## src/rtl/sap1_sequencer.sv

```systemverilog
// SAP-1 microsequencer: six-state T ring plus opcode decode into the datapath control word.
// Optional single-step mode is compiled in when SAP1_STEP_EN is defined.
module sap1_sequencer #(
  parameter int             OPW    = 4,
  parameter logic [OPW-1:0] OP_LDA = 4'h0,
  parameter logic [OPW-1:0] OP_ADD = 4'h1,
  parameter logic [OPW-1:0] OP_SUB = 4'h2,
  parameter logic [OPW-1:0] OP_OUT = 4'hE,
  parameter logic [OPW-1:0] OP_HLT = 4'hF
) (
  input  logic           clk_i,
  input  logic           rst_i,
  input  logic           run_i,
  input  logic [OPW-1:0] opcode_i,
`ifdef SAP1_STEP_EN
  input  logic           step_mode_i,
  input  logic           step_i,
`endif
  output logic           pc_inc_o,
  output logic           pc_oe_o,
  output logic           mar_ld_o,
  output logic           mem_oe_o,
  output logic           ir_ld_o,
  output logic           ir_oe_o,
  output logic           a_ld_o,
  output logic           a_oe_o,
  output logic           b_ld_o,
  output logic           alu_oe_o,
  output logic           alu_sub_o,
  output logic           out_ld_o,
  output logic [5:0]     t_state_o,
  output logic           halted_o,
  output logic           instr_done_o
);

  typedef enum logic [2:0] {
    S_T1   = 3'd0,
    S_T2   = 3'd1,
    S_T3   = 3'd2,
    S_T4   = 3'd3,
    S_T5   = 3'd4,
    S_T6   = 3'd5,
    S_HALT = 3'd6
`ifdef SAP1_STEP_EN
    , S_WAIT = 3'd7
`endif
  } state_t;

  state_t state_q, state_d;
  logic   halted_q, halted_d;
  logic   active_s;

`ifdef SAP1_STEP_EN
  logic   step_q;
`endif

  always_ff @(posedge clk_i) begin
    if (rst_i) begin
      state_q  <= S_T1;
      halted_q <= 1'b0;
`ifdef SAP1_STEP_EN
      step_q   <= 1'b0;
`endif
    end else begin
      state_q  <= state_d;
      halted_q <= halted_d;
`ifdef SAP1_STEP_EN
      step_q   <= step_i;
`endif
    end
  end

  always_comb begin
    state_d  = state_q;
    halted_d = halted_q;
    unique case (state_q)
      S_T1:   state_d = run_i ? S_T2 : S_T1;
      S_T2:   state_d = run_i ? S_T3 : S_T2;
      S_T3:   state_d = run_i ? S_T4 : S_T3;
      S_T4: begin
        if (run_i && (opcode_i == OP_HLT)) begin
          state_d  = S_HALT;
          halted_d = 1'b1;
        end else begin
          state_d  = run_i ? S_T5 : S_T4;
        end
      end
      S_T5:   state_d = run_i ? S_T6 : S_T5;
`ifdef SAP1_STEP_EN
      S_T6:   state_d = run_i ? (step_mode_i ? S_WAIT : S_T1) : S_T6;
      // Rising edge of STEP only, so a held STEP releases a single instruction.
      S_WAIT: state_d = (step_i && !step_q) ? S_T1 : S_WAIT;
`else
      S_T6:   state_d = run_i ? S_T1 : S_T6;
`endif
      S_HALT: state_d = S_HALT;
      default: state_d = S_T1;
    endcase
  end

  assign active_s = run_i & ~rst_i & ~halted_q;

  always_comb begin
    pc_inc_o     = 1'b0;
    pc_oe_o      = 1'b0;
    mar_ld_o     = 1'b0;
    mem_oe_o     = 1'b0;
    ir_ld_o      = 1'b0;
    ir_oe_o      = 1'b0;
    a_ld_o       = 1'b0;
    a_oe_o       = 1'b0;
    b_ld_o       = 1'b0;
    alu_oe_o     = 1'b0;
    alu_sub_o    = 1'b0;
    out_ld_o     = 1'b0;
    instr_done_o = 1'b0;
    if (active_s) begin
      unique case (state_q)
        S_T1: begin
          pc_oe_o  = 1'b1;
          mar_ld_o = 1'b1;
        end
        S_T2: pc_inc_o = 1'b1;
        S_T3: begin
          mem_oe_o = 1'b1;
          ir_ld_o  = 1'b1;
        end
        S_T4: begin
          if ((opcode_i == OP_LDA) || (opcode_i == OP_ADD) || (opcode_i == OP_SUB)) begin
            ir_oe_o  = 1'b1;
            mar_ld_o = 1'b1;
          end else if (opcode_i == OP_OUT) begin
            a_oe_o   = 1'b1;
            out_ld_o = 1'b1;
          end else begin
            ir_oe_o  = 1'b0;
          end
        end
        S_T5: begin
          if (opcode_i == OP_LDA) begin
            mem_oe_o = 1'b1;
            a_ld_o   = 1'b1;
          end else if ((opcode_i == OP_ADD) || (opcode_i == OP_SUB)) begin
            mem_oe_o = 1'b1;
            b_ld_o   = 1'b1;
          end else begin
            mem_oe_o = 1'b0;
          end
        end
        S_T6: begin
          instr_done_o = 1'b1;
          if ((opcode_i == OP_ADD) || (opcode_i == OP_SUB)) begin
            alu_oe_o  = 1'b1;
            a_ld_o    = 1'b1;
            alu_sub_o = (opcode_i == OP_SUB);
          end else begin
            alu_oe_o  = 1'b0;
          end
        end
        default: pc_inc_o = 1'b0;
      endcase
    end else begin
      instr_done_o = 1'b0;
    end
  end

  always_comb begin
    unique case (state_q)
      S_T1:    t_state_o = 6'b000001;
      S_T2:    t_state_o = 6'b000010;
      S_T3:    t_state_o = 6'b000100;
      S_T4:    t_state_o = 6'b001000;
      S_T5:    t_state_o = 6'b010000;
      S_T6:    t_state_o = 6'b100000;
      default: t_state_o = 6'b000000;
    endcase
  end

  assign halted_o = halted_q;

endmodule

```

## config.mk

```make
export PLATFORM = sky130hd
export DESIGN_NAME = sap1_sequencer
export DESIGN_NICKNAME = d
export VERILOG_FILES = /design/src/rtl/sap1_sequencer.sv
export SDC_FILE = /design/constraint.sdc
export NUM_CORES = 1
export LEC_CHECK = 0
export BUFFER_PORTS_ARGS = -buffer_cell sky130_fd_sc_hd__buf_2
export CORE_AREA = 2 2 39 41
export CTS_BUF_LIST = sky130_fd_sc_hd__clkbuf_8
export CTS_CLUSTER_DIAMETER = 200
export DETAILED_ROUTE_END_ITERATION = 10
export DIE_AREA = 0 0 41 43
export SLEW_MARGIN = 20
export SYNTH_ARGS = -nofsm -noshare
export SYNTH_HDL_FRONTEND = slang
export SYNTH_SLANG_ARGS = --single-unit
```

## constraint.sdc

```tcl
create_clock -name clk_i -period 2.3 [get_ports clk_i]
set_input_delay 0.46 -clock clk_i [delete_from_list [all_inputs] [get_ports clk_i]]
set_output_delay 0.46 -clock clk_i [all_outputs]
set_load 0.02 [all_outputs]
```

==> reports/summary.txt <==
r2r worst-path depth -> 3
area grow syn2layout -> 36.4%
iteration count of the initial detailed-routing pass -> 2
RSZ-0062 raised after global routing -> no
Top Ports -> 27
buffers added on ports -> 26
ant diodes -> 0
WHS Endpoint -> halted_o
VDD IR max -> 0.000418 V
synth unique cells -> 32
leakage power -> 0.295 nW
later-pin clock latency in the skew report -> 0.22 ns
slowest stage cell, crit path -> nor3b_4
CTS max path bufs -> 2
Startpoint Class -> primary input
nets@finish -> 88
post-CTS setup buffers -> 0
Worst-Margin Slew -> 0.353 ns
Max Used Layer -> met4
#FFs+latches synth -> 4
fin crit period -> 1.98 ns
critical path buffer and inverter count -> 2
Die Y -> 43 um
CTS tree -> done
Initial Util -> 0.318
post_cts resized -> 0
pin count of the biggest net entering global routing -> 14
Critical R2R Launch -> state_q[2]
CP endpoint kind -> primary output
cells along the critical path -> buf_2 > nor3b_4 > nand3_4 > nor4bb_4 > buf_2
Routed Antenna Nets -> 0
Util after Layout -> 0.434
Final TNS setup -> 0 ns
most used cell, CP -> buf_2
starting DRC count in detailed routing -> 2
hold buffer count at CTS -> 0
grt ovf -> 0
biggest area consumer among synthesized cells -> dfxtp_1
Syn Area/Cell -> 8.01 um^2
vias in the first global route -> 371
critical path's top delay family -> simple AND/OR/NAND/NOR gates
register area share after synthesis -> 0.182
Max Cap Viol -> 0
WP data required -> 1.84 ns
initial antenna violation count -> 0
Worst path max stage delay -> 0.32 ns
area share of the largest cell type after synthesis -> 0.182
met3 wire length -> 77 um
crit path max fanout -> 8
hold_ws -> 0.521 ns
ratio of cells with drive above 1 in the final layout -> 0.481
Die X -> 41 um
CORE AREA -> 1380 um^2
top cells by area, synth -> dfxtp_1 18%, nor2_1 6.8%, nor4bb_4 5.7%
Levels on crit path -> 5
placed wire-length estimate -> 817 um
die area -> 1760 um^2
status -> complete, no violations
CTS Sinks -> 4
RR Endpoint -> halted_o
Setup Viol. Count Final -> 0
Mapped Nets -> 62
wl on met1 -> 473 um
first-pass GRT wire length -> 1550 um
Via-to-Cell Ratio -> 5.03
Yosys Warn Count -> 0
internal reg-to-reg setup slack -> 1.23 ns
Root Buffer -> clkbuf_8
wire length per cell -> 10.9 um
H-Tree Depth -> 1
CTS clk-pin slew, worst paths -> 0.03 ns
hold path depth -> 2
Final GP Congestion -> 0.697
min-delay worst type -> in2reg
max-slew violations -> 0
Layout Skew -> 0.00136 ns
Worst Path Arrival -> 1.52 ns
Final Cycle Share -> 0.862
Synth Cell Area -> 440 um^2
DRC viols -> 0
Pwr Density -> 514 nW/um^2
total track usage -> 0.128
slew margin rel. -> 0.763
fill count -> 155
hold path startpoint -> rst_i
f_max -> 0.504 GHz
endpoints failing hold -> 0
FP Rows -> 14
via count -> 478
met2 routed WL -> 463 um
Mapped Cells -> 55
Detailed Route WL -> 1030 um
PnR Total Power -> 0.309 mW
Crit Path Category -> in2out
CTS buffer count -> 3
[metal layers]
metal / vias to the layer above / track usage
li1: 244 / -
met1: 213 / 0.177
met2: 19 / 0.178
met3: 2 / 0.0157
met4: 0 / 0.0800
met5: - / 0
[sequential cells by signal, indices dropped and copies added, names as in the netlist]
signal	cells
state_q	3
halted_o	1
[layout by cell type (no fill, tap or decap), drive strengths merged, types with 2 or more instances in the layout]
cell type  count
buf           27
nand3          3
nand2          3
dfxtp          4
nand2b         2
nor3           4
clkbuf         3
and3           2
nor3b          2
a211oi         3
a21oi          3
and2           2
nor2           8
[kinds of logic after synthesis]
group | synth area share
flip-flops | 0.182
XOR/XNOR | 0.0398
AO/OA/AOI/OAI | 0.173
AND/OR/NAND/NOR | 0.517
buffers and inverters | 0.0881
[final cells by class]
type / instances / area [um^2] / share of cell area
Multi-Input combinational cell: 45 / 322 / 0.535
Timing Repair Buffer: 27 / 138 / 0.229
Clock buffer: 3 / 41.3 / 0.0687
Tap cell: 16 / 20.0 / 0.0333
Sequential cell: 4 / 80.1 / 0.133
[synthesized netlist by cell type]
| cell | instances |
|---|---|
| nor2_1 | 8 |
| dfxtp_1 | 4 |
| nor3_1 | 4 |
| a21oi_1 | 3 |
| buf_2 | 3 |
| nand2_1 | 3 |
| a211oi_1 | 2 |
| and3_2 | 2 |
| nand2b_1 | 2 |
| nand3_1 | 2 |
| a2111oi_2 | 1 |
| a211oi_2 | 1 |
| a22oi_1 | 1 |
| a31oi_1 | 1 |
| and2_1 | 1 |
| and2_2 | 1 |
| and2b_1 | 1 |
| and3b_1 | 1 |
| and4_1 | 1 |
| buf_4 | 1 |
| buf_6 | 1 |
| clkbuf_2 | 1 |
| nand3_4 | 1 |
| nor2b_1 | 1 |
| nor3b_1 | 1 |
| nor3b_4 | 1 |
| nor4bb_4 | 1 |
| o21ai_0 | 1 |
| or3_1 | 1 |
| or3b_1 | 1 |
| xnor2_1 | 1 |
| xor2_1 | 1 |
[worst max-delay path by stage]
stage,from,end,slack [ns]
after floorplan,run_i,out_ld_o,0.14
after global placement,run_i,alu_sub_o,0.29
after detailed placement,run_i,alu_sub_o,0.30
after CTS,run_i,alu_sub_o,0.29
after global routing,run_i,alu_sub_o,0.20
final,run_i,alu_sub_o,0.32
[stage by stage]
stage	setup WS, ns	std cells	instance area [um^2]
after detailed placement	0.297	92	559
after floorplan	0.145	55	440
after global placement	0.295	92	559
final	0.317	95	601
after CTS	0.292	95	601
after global routing	0.198	95	601
[power by group]
part | internal (mW) | switching, mW | total, mW | leakage [nW]
logic | 0.0313 | 0.0496 | 0.0810 | 0.240
registers | 0.0735 | 0.00621 | 0.0797 | 0.0326
clock network | 0.112 | 0.0366 | 0.148 | 0.0216
total | 0.216 | 0.0924 | 0.309 | 0.295
Note: power is estimated with default switching activity, not from simulation.
